===== src/rtl/my_riscv_defines.sv =====
// Shared core definitions: interrupt controller state encoding and sizing constants.
package my_riscv_defines;

  typedef enum logic [1:0] {
    IRQ_IDLE = 2'd0,
    IRQ_REQ  = 2'd1,
    IRQ_ISR  = 2'd2
  } irq_state_t;

  localparam int IRQ_ID_BASE     = 16;
  localparam int IRQ_NUM_SRC_MAX = 16;
  localparam int IRQ_IDX_W       = 4;

endpackage


===== src/rtl/my_irq_sync.sv =====
// Two-flop synchronizer per line plus a delay flop giving a one-cycle rising-edge pulse.
module my_irq_sync #(
  parameter int WIDTH = 1
) (
  input  logic             clk_i,
  input  logic             rst_ni,
  input  logic [WIDTH-1:0] i_async,
  output logic [WIDTH-1:0] o_level,
  output logic [WIDTH-1:0] o_rise
);

  logic [WIDTH-1:0] r_s1;
  logic [WIDTH-1:0] r_s2;
  logic [WIDTH-1:0] r_dly;

  always_ff @(posedge clk_i or negedge rst_ni) begin
    if (!rst_ni) begin
      r_s1  <= '0;
      r_s2  <= '0;
      r_dly <= '0;
    end else begin
      r_s1  <= i_async;
      r_s2  <= r_s1;
      r_dly <= r_s2;
    end
  end

  assign o_level = r_s2;
  assign o_rise  = r_s2 & ~r_dly;

endmodule


===== src/rtl/my_irq_ctrl.sv =====
// Interrupt controller: latches, masks and priority-selects external sources and
// tracks the single in-service interrupt until MRET.
//   state    | meaning
//   IRQ_IDLE | no request outstanding, waiting for an enabled pending source
//   IRQ_REQ  | request presented to core, id frozen until take or withdraw
//   IRQ_ISR  | core in handler, waiting for MRET (irq_done_i)
module my_irq_ctrl
  import my_riscv_defines::*;
#(
  parameter int                 NUM_SRC  = IRQ_NUM_SRC_MAX,
  parameter logic [NUM_SRC-1:0] SRC_EDGE = {NUM_SRC{1'b1}},
  parameter int                 ID_BASE  = IRQ_ID_BASE
) (
  input  logic               clk_i,
  input  logic               rst_ni,
  input  logic               fetch_ready_i,
  input  logic [NUM_SRC-1:0] irq_src_i,
  input  logic               mstatus_mie_i,
  input  logic               en_we_i,
  input  logic [NUM_SRC-1:0] en_wdata_i,
  output logic [NUM_SRC-1:0] en_o,
  output logic [NUM_SRC-1:0] pending_o,
  output logic               irq_req_o,
  output logic               irq_o,
  output logic [4:0]         irq_id_o,
  input  logic               irq_taken_i,
  input  logic               irq_done_i
);

  localparam logic [4:0] ID_BASE_L = 5'(ID_BASE);

  logic [NUM_SRC-1:0]   w_level;
  logic [NUM_SRC-1:0]   w_rise;
  logic [NUM_SRC-1:0]   w_active;
  logic [NUM_SRC-1:0]   w_sel_oh;
  logic [NUM_SRC-1:0]   w_clr;
  logic [NUM_SRC-1:0]   w_pend_nxt;
  logic                 w_found;
  logic [IRQ_IDX_W-1:0] w_idx;
  logic                 w_sel_active;
  logic                 w_take;

  logic [NUM_SRC-1:0]   r_en;
  logic [NUM_SRC-1:0]   r_pend;
  irq_state_t           r_state;
  logic                 r_req;
  logic [IRQ_IDX_W-1:0] r_sel;
  logic [4:0]           r_id;

  my_irq_sync #(
    .WIDTH (NUM_SRC)
  ) u_sync (
    .clk_i   (clk_i),
    .rst_ni  (rst_ni),
    .i_async (irq_src_i),
    .o_level (w_level),
    .o_rise  (w_rise)
  );

  assign w_active = r_pend & r_en;

  // Scan high to low so the lowest active index is the last one written.
  always_comb begin
    w_found = 1'b0;
    w_idx   = '0;
    for (int i = NUM_SRC - 1; i >= 0; i--) begin
      if (w_active[i]) begin
        w_found = 1'b1;
        w_idx   = IRQ_IDX_W'(i);
      end
    end
  end

  always_comb begin
    w_sel_oh = '0;
    for (int i = 0; i < NUM_SRC; i++) begin
      w_sel_oh[i] = (r_sel == IRQ_IDX_W'(i));
    end
  end

  assign w_sel_active = |(w_active & w_sel_oh);
  assign w_take       = (r_state == IRQ_REQ) && fetch_ready_i && irq_taken_i;
  assign w_clr        = w_take ? (w_sel_oh & SRC_EDGE) : '0;

  // A fresh edge beats a same-cycle take so it is never lost.
  assign w_pend_nxt = (SRC_EDGE & (w_rise | (r_pend & ~w_clr))) | (~SRC_EDGE & w_level);

  always_ff @(posedge clk_i or negedge rst_ni) begin
    if (!rst_ni) begin
      r_pend <= '0;
      r_en   <= '0;
    end else begin
      r_pend <= w_pend_nxt;
      if (en_we_i && fetch_ready_i) begin
        r_en <= en_wdata_i;
      end
    end
  end

  always_ff @(posedge clk_i or negedge rst_ni) begin
    if (!rst_ni) begin
      r_state <= IRQ_IDLE;
      r_req   <= 1'b0;
      r_sel   <= '0;
      r_id    <= '0;
    end else if (fetch_ready_i) begin
      case (r_state)
        IRQ_IDLE: begin
          if (mstatus_mie_i && w_found) begin
            r_state <= IRQ_REQ;
            r_req   <= 1'b1;
            r_sel   <= w_idx;
            r_id    <= ID_BASE_L + {1'b0, w_idx};
          end
        end
        IRQ_REQ: begin
          if (irq_taken_i) begin
            r_state <= IRQ_ISR;
            r_req   <= 1'b0;
          end else if (!mstatus_mie_i || !w_sel_active) begin
            r_state <= IRQ_IDLE;
            r_req   <= 1'b0;
          end
        end
        IRQ_ISR: begin
          if (irq_done_i) begin
            r_state <= IRQ_IDLE;
          end
        end
        default: begin
          r_state <= IRQ_IDLE;
          r_req   <= 1'b0;
        end
      endcase
    end
  end

  assign en_o      = r_en;
  assign pending_o = r_pend;
  assign irq_req_o = r_req;
  assign irq_o     = r_req;
  assign irq_id_o  = r_id;

endmodule


===== config.mk =====
export PLATFORM = sky130hd
export DESIGN_NAME = my_irq_ctrl
export DESIGN_NICKNAME = d
export VERILOG_FILES = /design/src/rtl/my_riscv_defines.sv /design/src/rtl/my_irq_sync.sv /design/src/rtl/my_irq_ctrl.sv
export SDC_FILE = /design/constraint.sdc
export NUM_CORES = 1
export LEC_CHECK = 0
export ABC_AREA = 1
export BUFFER_PORTS_ARGS = -buffer_cell sky130_fd_sc_hd__buf_2
export CAP_MARGIN = 40
export CORE_ASPECT_RATIO = 1.4
export CORE_UTILIZATION = 40
export CTS_CLUSTER_SIZE = 25
export DETAILED_ROUTE_END_ITERATION = 16
export GPL_ROUTABILITY_DRIVEN = 0
export GPL_TIMING_DRIVEN = 1
export PLACE_DENSITY = 0.65
export SLEW_MARGIN = 0
export SYNTH_ARGS = -nofsm -noshare
export SYNTH_HDL_FRONTEND = slang
export SYNTH_SLANG_ARGS = --single-unit

===== constraint.sdc =====
create_clock -name clk_i -period 1.4 [get_ports clk_i]
set_clock_uncertainty 0.1 [all_clocks]
set_input_delay 0.35 -clock clk_i [delete_from_list [all_inputs] [get_ports clk_i]]
set_output_delay 0.35 -clock clk_i [all_outputs]
set_load 0.005 [all_outputs]

==> results.md, run 1 <==
* Status: complete, but fails checks
* Failing checks: negative setup slack
* Final Cell Area at 5300 um^2
* Internal at 4.97 mW
* Slew Viols, Final at 0
* Largest cells by area after synthesis: dfrtp_1 (69%), nand2_1 (8.0%), mux2_2 (5.6%), o21ai_0 (4.1%), inv_1 (3.0%)
* DR top layer: met4
* Register share of total power at 42.8%
* Die area at 8390 um^2
* Hold Vio Cnt, Final at 0
* Critical path type: reg -> reg
* CP endpoint kind: flip-flop
* DR vias at 2,788
* Cell mode on critical path: nand2_1
* Antenna viol nets, final at 0
* Port Buffers at 77
* Syn avg cell area at 11.2 um^2
* Crit path buffers/inverters at 0
* Gate power share at 35.8%
* PwrDens at 1370 nW/um^2
* Largest net degree at the start of global routing at 59
* Power, Total at 7.26 mW
* Max VDD drop at 891 uV
* CTS Buf Count at 9
* Initial antenna violation count at 0
* Synthesized instance count at 287
* RSZ-0062 raised after global routing: yes
* Total Routing Usage GR at 21.5%
* Synthesis warning total at 0
* Type of origin of the critical path: flip-flop
* Seq/Total Area, Yosys at 68.6%
* Clock sinks at 88
* Max Cap Viol at 0
* Post-Syn Nets at 326
* Slowest stage delay, CP at 0.47 ns
* # IOs at 78
* Cell row count at 38
* Remaining DRCs at 0
* Static Leak at 2.54 nW
* Final Cycle Share at 118%
* CTS tree: done
* Met3 WL at 325 um
* WL final at 8.35 mm
* Met1 Wirelength at 3.20 mm
* Area post-placement at 4370 um^2
* Initial Utilization at 41.4%
* CP delay by family, top: simple AND/OR/NAND/NOR gates
* Clock share of power at 21.4%
* Core area at 7750 um^2
* Net Sw Frac at 31.5%
* Cell type with the largest total area after synthesis: dfrtp_1
* Critical Path AT at 1.84 ns
* Yosys cell types at 23
* Final min period at 1.65 ns
* Slew of the pin with the lowest slew margin at 0.372 ns
* Worst hold path class: in -> reg
* Worst skew pair latency at 0.35 ns
* DP Wirelength at 5.65 mm
* Max_slew headroom at 75.2%
* Global-route wire length before repair at 13.5 mm
* Register bit total from synthesis at 88
* Final worst-path setup slack at -0.254 ns
* Met2 Routed Length at 4.58 mm
* CTS Root Cell: clkbuf_8
* Via density at 4.74
* Vias in the first global route at 2,991
* CP max stage cell: dfrtp_2
* Finished Core Util at 68.4%
* Critical Path, Cell by Cell: nor2_2 -> nand2_1 -> o22ai_1 -> nor3_2 -> nand2_1 -> nand3_2 -> nand3_2 -> nand2_1 -> nand2_1
* Fmax at 605 MHz
* Worst path required time at 1.59 ns
* Nets at 523
* Grt total ovfl at 0
* Final setup fails at 48
* Clock slew at the register clock pins of the worst setup and hold paths at 0.08 ns
* Detailed Routing Iterations Pass 1 at 4
* Die Wd at 77.7 um
* CTS Buffer Depth at 2
* Ant. Diodes at 0
* Dpl ws at -0.305 ns
* Switching power at 2.29 mW
* Drt wl/cell at 14.2 um
* Area Overhead vs Synth at 65.1%
* Ratio of cells with drive above 1 in the final layout at 54.3%
* Max H-tree Level at 3
* DR iter-0 viols at 140
* Maximum fanout along the worst path at 5
* Die height at 108 um
* Synth top area share at 68.6%
* Mapped Area at 3210 um^2
-- power groups by stage --
stage / registers, mW / clock network, mW / logic, mW
finish: 3.11 / 1.55 / 2.60
CTS: 3.08 / 1.59 / 2.36
global placement: 3.07 / 0 / 1.93
global route: 3.14 / 1.70 / 2.81
floorplan: 3.09 / 0 / 0.784
detailed placement: 3.09 / 0 / 1.97
-- timing repair --
action,in CTS,in global routing
gates resized for setup,97,43
hold endpoints to repair,103,0
hold buffers,16,0
pin swaps,15,14
endpoints found under the setup margin,58,59
cloned,0,0
setup buffers,9,15
-- registers in the layout, summed over array words and instances, names as in the netlist --
| name | cells |
|---|---|
| en_o | 16 |
| irq_id_o | 2 |
| irq_o | 1 |
| pending_o | 16 |
| r_sel | 3 |
| r_state | 2 |
| u_sync.o_level | 16 |
| u_sync.r_dly | 16 |
| u_sync.r_s1 | 16 |
-- per-layer routing --
metal	track usage [%]	vias up
li1	-	1333
met1	22.9	1356
met2	39.1	78
met3	4.81	21
met4	11.7	0
met5	0	-
-- cells by family after synthesis --
kind of cell	after synthesis	synth area share, %
AND/OR/NAND/NOR	105	14.0
buffers and inverters	33	4.01
AO/OA/AOI/OAI	45	7.79
flip-flops	88	68.6
multiplexers	16	5.61
-- metrics by stage --
step,cells,hold WS [ns],setup TNS (ns)
after floorplan,287,-0.0456,-0.0733
after global placement,544,0.0466,-2.27
after detailed placement,544,0.0491,-3.23
after CTS,583,0.00630,-3.20
after global routing,588,0.00447,-6.32
final,588,0.0188,-3.48
-- cell type report --
cell class,instances,area (um^2)
well taps,100,125
clock buffers,12,155
inverters,30,115
repair buffers,189,1630
fillers,588,2450
multi-input cells,166,1050
clock inverters,3,17.5
flip-flops and latches,88,2210
-- cell usage in the layout, fill, tap and decap left out, drive strengths merged, types with 2 or more instances in the layout --
cell type / count
a31oi: 2
nand3: 8
dlygate4sd3: 16
o22ai: 5
o2111ai: 2
dfrtp: 88
nand2: 69
inv: 30
clkbuf: 12
o31ai: 2
nor3: 4
clkinv: 2
buf: 173
o21ai: 33
nand4: 4
nor2: 19
mux2: 16
-- cell usage after synthesis --
library cell	n
a31oi_1	2
a32oi_1	1
buf_2	1
buf_4	1
clkbuf_1	1
dfrtp_1	88
inv_1	26
inv_2	4
mux2_2	16
nand2_1	68
nand2_2	1
nand3_1	6
nand3_2	2
nand4_1	4
nor2_1	13
nor2_2	6
nor3_1	4
o2111ai_1	2
o21ai_0	26
o21ai_1	7
o22ai_1	5
o31ai_1	2
or2_1	1
-- path summary, 6_finish.rpt --
kind	slack, ns	cells past startpoint	to	from
max	-0.25	9	r_state[1]	r_sel[0]
min	0.02	1	u_sync.r_s1[5]	irq_src_i[5]
max reg2reg	-0.25	9	r_state[1]	r_sel[0]
min reg2reg	0.25	0	u_sync.o_level[7]	u_sync.r_s1[7]
max in group asynchronous	0.40	3	r_state[1]	rst_ni
min in group asynchronous	0.23	2	u_sync.r_s1[12]	rst_ni
Power figures use the tool's default switching activity.
==> inputs of run 2 (changes only) <==
Settings changed: GPL_TIMING_DRIVEN 1 to 0, REMOVE_ABC_BUFFERS set to 1, SETUP_SLACK_MARGIN set to 0.2.
==> results.md, run 2 (synthesized netlist as in run 1, its figures left out) <==
* Ratio of cells with drive above 1 in the final layout at 55.2% (was 54.3%)
* Max H-tree Level at 3 (unchanged)
* Initial antenna violation count at 0 (unchanged)
* Filler cell count at 577 (was 588)
* Cell row count at 38 (unchanged)
* RSZ-0062 raised after global routing: yes (unchanged)
* Final min period at 1.76 ns (was 1.65 ns)
* Worst skew pair latency at 0.35 ns (about the same)
* CTS tree: done (unchanged)
* Die area at 8390 um^2 (unchanged)
* Failing checks: negative hold slack, negative setup slack (was negative setup slack)
* Worst hold path class: in -> async (was in -> reg)
* DR iter-0 viols at 219 (was 140)
* # IOs at 78 (unchanged)
* Critical Path AT at 1.90 ns (was 1.84 ns)
* CTS Buffer Depth at 2 (unchanged)
* Worst hold slack at -0.163 ns (was 0.0188 ns)
* Static Leak at 2.35 nW (was 2.54 nW)
* Slew Viols, Final at 0 (unchanged)
* Hold Vio Cnt, Final at 31 (was 0)
* DR vias at 2,752 (was 2,788)
* Final setup fails at 42 (was 48)
* Power, Total at 7.25 mW (was 7.26 mW)
* Area Overhead vs Synth at 57.8% (was 65.1%)
* Dpl ws at -0.445 ns (was -0.305 ns)
* Commonest cells after routing, fill and taps aside: dfrtp_1 (84), buf_6 (53), buf_2 (52), nand2_1 (38), nand2_2 (31) (was dfrtp_1 (83), buf_6 (69), buf_4 (57), buf_2 (45), nand2_1 (44))
* DP Wirelength at 4.80 mm (was 5.65 mm)
* Final Cycle Share at 126% (was 118%)
* Critical path type: reg -> reg (unchanged)
* Total Routing Usage GR at 20.5% (was 21.5%)
* Status: complete, but fails checks (unchanged)
* Most common library cell in the layout ignoring fill and taps: dfrtp_1 (unchanged)
* Largest net degree at the start of global routing at 58 (was 59)
* Max Cap Viol at 0 (unchanged)
* Core area at 7750 um^2 (unchanged)
* PwrDens at 1430 nW/um^2 (was 1370 nW/um^2)
* Maximum fanout along the worst path at 4 (was 5)
* Clock sinks at 88 (unchanged)
* Vias in the first global route at 2,836 (was 2,991)
* Die height at 108 um (unchanged)
* Clock slew at the register clock pins of the worst setup and hold paths at 0.09 ns (was 0.08 ns)
* Remaining DRCs at 0 (unchanged)
* Grt total ovfl at 0 (unchanged)
* Antenna viol nets, final at 0 (unchanged)
* Via density at 4.98 (was 4.74)
* Drt wl/cell at 15.4 um (was 14.2 um)
* Slew of the pin with the lowest slew margin at 0.485 ns (was 0.372 ns)
* Die Wd at 77.7 um (unchanged)
* CTS Buf Count at 9 (unchanged)
* Finished Core Util at 65.4% (was 68.4%)
* Nets at 487 (was 523)
* Initial Utilization at 41.4% (unchanged)
* CP endpoint kind: flip-flop (unchanged)
* Fmax at 568 MHz (was 605 MHz)
* Port Buffers at 77 (unchanged)
* WL final at 8.50 mm (was 8.35 mm)
* CTS Root Cell: clkbuf_8 (unchanged)
* Max VDD drop at 728 uV (was 891 uV)
* Hold Buf Count CTS at 16 (unchanged)
* Type of origin of the critical path: flip-flop (unchanged)
* Ant. Diodes at 0 (unchanged)
* Worst path required time at 1.54 ns (was 1.59 ns)
* Max_slew headroom at 67.6% (was 75.2%)
* Global-route wire length before repair at 12.8 mm (was 13.5 mm)
* Final worst-path setup slack at -0.359 ns (was -0.254 ns)
* Detailed Routing Iterations Pass 1 at 4 (unchanged)
run 2: cell types whose count changed in the layout (fill, tap and decap cells not counted), sizes merged:
| cell | previous run | this run |
|---|---|---|
| buf | 173 | 135 |
| bufinv | 0 | 1 |
| nand3 | 8 | 10 |
run 2: worst paths after layout:
| path | from | to | slack [ns] | cells after the start |
|---|---|---|---|---|
| min | rst_ni | pending_o[15] | -0.16 | 1 |
| max in group asynchronous | rst_ni | u_sync.r_dly[1] | 0.75 | 2 |
| min reg2reg | u_sync.r_s1[11] | u_sync.o_level[11] | 0.25 | 0 |
| min in group clk_i | en_wdata_i[15] | en_o[15] | 0.12 | 2 |
| max reg2reg | r_sel[2] | r_state[0] | -0.36 | 11 |
| max | r_sel[2] | r_state[0] | -0.36 | 11 |
run 2: routing by layer:
layer  wire length [um]  GRT usage, %  vias to the layer above
li1                   -             -                     1266
met1               3200          22.0                     1340
met2               4440          36.3                      110
met3                431          4.73                       36
met4                422          13.1                        0
met5                  0             0                        -
run 2: report_power, final:
| part | internal [mW] | total, mW | switching (mW) |
|---|---|---|---|
| clock | 0.834 | 1.70 | 0.867 |
| sequential | 2.81 | 3.12 | 0.306 |
| combinational | 1.18 | 2.43 | 1.25 |
| total | 4.83 | 7.25 | 2.43 |
run 2: through the flow:
step | instance area (um^2) | setup TNS [ns] | std cells
detailed placement | 3730 | -14.15 | 462
global placement | 3700 | -83.66 | 461
floorplan | 3190 | -0.111 | 284
global route | 5070 | -6.65 | 553
finish | 5070 | -4.42 | 553
CTS | 4790 | -3.00 | 539
run 2: layout make-up:
type / instances / area [um^2] / area share (%)
clock buffer: 12 / 135 / 2.67
timing repair buffer: 151 / 1260 / 24.9
multi-input combinational: 168 / 1170 / 23.0
clock inverter: 4 / 55.1 / 1.09
sequential: 88 / 2210 / 43.6
inverter: 30 / 115 / 2.27
tap: 100 / 125 / 2.47
run 2: critical path, stage by stage (launching register included):
cell	delay, ns
dfrtp_2	0.45
buf_6	0.15
inv_2	0.08
nor2_4	0.05
nand2_1	0.10
o22ai_1	0.09
nor3_1	0.22
nand2_1	0.12
nand3_2	0.09
nand3_2	0.07
nand2_1	0.08
nand2_1	0.05
run 2: timing repair:
| item | CTS | global route |
|---|---|---|
| cloned | 0 | 2 |
| endpoints found under the setup margin | 79 | 63 |
| pin swaps | 20 | 18 |
| gates resized for setup | 95 | 65 |
| endpoints found under the hold margin | 47 | 31 |
| setup buffers | 45 | 12 |
==> inputs of run 3 (changes only) <==
Settings changed: HOLD_SLACK_MARGIN set to 0.06, MAX_ROUTING_LAYER set to met4.
==> results.md, run 3 (synthesized netlist as in run 1, its figures left out) <==
* Slew of the pin with the lowest slew margin at 0.478 ns (was 0.485 ns)
* RSZ-0062 raised after global routing: yes (unchanged)
* Most common library cell in the layout ignoring fill and taps: dfrtp_1 (unchanged)
* Antenna viol nets, final at 0 (unchanged)
* Die Wd at 77.7 um (unchanged)
* DR vias at 2,778 (was 2,752)
* Switching power at 2.44 mW (was 2.43 mW)
* Ant. Diodes at 0 (unchanged)
* Grt total ovfl at 0 (unchanged)
* Net Sw Frac at 33.6% (was 33.5%)
* Commonest cells after routing, fill and taps aside: dfrtp_1 (84), buf_6 (53), buf_2 (52), nand2_1 (38), nand2_2 (31) (unchanged)
* Multi-input logic area at 1170 um^2 (unchanged)
* Final cell count without fillers at 553 (unchanged)
* Filler cell count at 579 (was 577)
* Area Overhead vs Synth at 57.8% (unchanged)
* Cell mode on critical path: nand2_1 (unchanged)
* Power, Total at 7.27 mW (was 7.25 mW)
* FF-to-FF End: r_state[0] (unchanged)
* CP endpoint kind: flip-flop (unchanged)
* Cell row count at 38 (unchanged)
* Hold Vio Cnt, Final at 31 (unchanged)
* Total Routing Usage GR at 21.1% (was 20.5%)
* Final min period at 1.76 ns (about the same)
* Critical Path, Cell by Cell: nand2_2 -> inv_2 -> nand2_1 -> o2111ai_2 -> nor3_1 -> nand2_1 -> nand3_2 -> nand3_2 -> nand2_1 -> nand2_1 (was buf_6 -> inv_2 -> nor2_4 -> nand2_1 -> o22ai_1 -> nor3_1 -> nand2_1 -> nand3_2 -> nand3_2 -> nand2_1 -> nand2_1)
* Critical Path AT at 1.90 ns (about the same)
* Ratio of cells with drive above 1 in the final layout at 55.2% (unchanged)
* DR iter-0 viols at 261 (was 219)
* Crit path buffers/inverters at 1 (was 2)
* Remaining DRCs at 0 (unchanged)
* CTS tree: done (unchanged)
* Max H-tree Level at 3 (unchanged)
* Global-route wire length before repair at 12.8 mm (about the same)
* CP startpoint: r_sel[0] (was r_sel[2])
* Detailed Routing Iterations Pass 1 at 5 (was 4)
* Final worst-path setup slack at -0.361 ns (was -0.359 ns)
* Max_slew headroom at 68.0% (was 67.6%)
* CP delay by family, top: simple AND/OR/NAND/NOR gates (unchanged)
* Critical path type: reg -> reg (unchanged)
* Clock slew at the register clock pins of the worst setup and hold paths at 0.08 ns (was 0.09 ns)
* Failing checks: negative hold slack, negative setup slack (unchanged)
* Worst hold path class: in -> async (unchanged)
* Drt wl/cell at 15.7 um (was 15.4 um)
* Worst skew pair latency at 0.35 ns (about the same)
* Worst path required time at 1.54 ns (about the same)
* WL final at 8.69 mm (was 8.50 mm)
* CTS Root Cell: clkbuf_8 (unchanged)
* Core area at 7750 um^2 (unchanged)
* Via density at 5.02 (was 4.98)
* Number of cells on the critical path at 10 (was 11)
* Final Cycle Share at 126% (about the same)
* Reg-to-reg startpoint: r_sel[0] (was r_sel[2])
* Initial Utilization at 41.4% (unchanged)
* Slew Viols, Final at 0 (unchanged)
* CP max stage cell: dfrtp_2 (unchanged)
* Maximum fanout along the worst path at 5 (was 4)
* Port Buffers at 77 (unchanged)
* Worst R2R Setup Slack at -0.36 ns (about the same)
* Static Leak at 2.35 nW (unchanged)
* Nets at 487 (unchanged)
* Vias in the first global route at 2,833 (was 2,836)
* Dpl ws at -0.445 ns (unchanged)
* CTS Buf Count at 9 (unchanged)
* Die area at 8390 um^2 (unchanged)
* R2R depth at 10 (was 11)
* Largest net degree at the start of global routing at 58 (unchanged)
* Worst hold slack at -0.159 ns (was -0.163 ns)
* Clock share of power at 23.4% (was 23.5%)
* Status: complete, but fails checks (unchanged)
* Total negative setup slack at -4.48 ns (was -4.42 ns)
* Initial antenna violation count at 0 (unchanged)
* CP Capture Point: r_state[0] (unchanged)
* Fmax at 568 MHz (about the same)
* Clock sinks at 88 (unchanged)
* Gate power share at 33.7% (was 33.5%)
* Placed cells at 462 (unchanged)
* Die height at 108 um (unchanged)
* Final setup fails at 38 (was 42)
* Slowest stage delay, CP at 0.49 ns (was 0.45 ns)
* Type of origin of the critical path: flip-flop (unchanged)
* Register share of total power at 42.9% (was 43.0%)
* DP Wirelength at 4.80 mm (unchanged)
* Max Cap Viol at 0 (unchanged)
* Sequential cell area at 2210 um^2 (unchanged)
* # IOs at 78 (unchanged)
* PwrDens at 1430 nW/um^2 (about the same)
* Max VDD drop at 731 uV (was 728 uV)
* Hold Buf Count CTS at 16 (unchanged)
* Internal at 4.83 mW (about the same)
* CTS Buffer Depth at 2 (unchanged)
## run 3: how the worst min path moves through the flow
stage	start	to	slack (ns)	cells past startpoint
after detailed placement	rst_ni	en_o[5]	0.23	1
after global placement	u_sync.r_s1[3]	u_sync.o_level[3]	0.23	0
after global routing	rst_ni	pending_o[15]	-0.13	1
after floorplan	rst_ni	en_o[0]	-0.05	0
after CTS	rst_ni	pending_o[15]	-0.16	1
final	rst_ni	en_o[5]	-0.16	1
## run 3: metal layers
metal	part of all wire, %	track usage, %
met5	0	-
met4	5.3	13.1
met3	5.3	4.56
met2	52	36.3
met1	37	22.0
## run 3: final cells by class
class	count	area share (%)
Clock buffer	12	2.67
Timing Repair Buffer	151	24.9
Clock inverter	4	1.09
Tap cell	100	2.47
Sequential cell	88	43.6
Inverter	30	2.27
Multi-Input combinational cell	168	23.0
## run 3: power by group through the flow
| stage | Clock (mW) | Sequential [mW] | Combinational (mW) |
|---|---|---|---|
| final | 1.70 | 3.12 | 2.45 |
| after global routing | 1.84 | 3.15 | 2.63 |
| after floorplan | 0 | 3.07 | 0.749 |
| after detailed placement | 0 | 3.10 | 1.29 |
| after CTS | 1.73 | 3.10 | 1.99 |
| after global placement | 0 | 3.08 | 1.24 |
## run 3: worst reg2reg max path, stage by stage (launching register included)
cell and delay, ns:
dfrtp_2 0.49, nand2_2 0.11, inv_2 0.06, nand2_1 0.15, o2111ai_2 0.16, nor3_1 0.18, nand2_1 0.11, nand3_2 0.08
nand3_2 0.07, nand2_1 0.09, nand2_1 0.05
## run 3: timing repair
action                                  4_1_cts  5_1_grt
hold endpoints to repair                     47       31
gates resized for setup                      95       65
endpoints found under the setup margin       79       63
cloned                                        0        2
buffers inserted                             45       12
pin swaps                                    20       17
## run 3: stage by stage
stage	instance area, um^2	util, %	hold slack, ns
final	5070	65.4	-0.159
after global routing	5070	65.4	-0.133
after CTS	4790	61.9	-0.165
after detailed placement	3730	48.2	0.226
after global placement	3700	47.8	0.232
after floorplan	3190	-	-0.0456
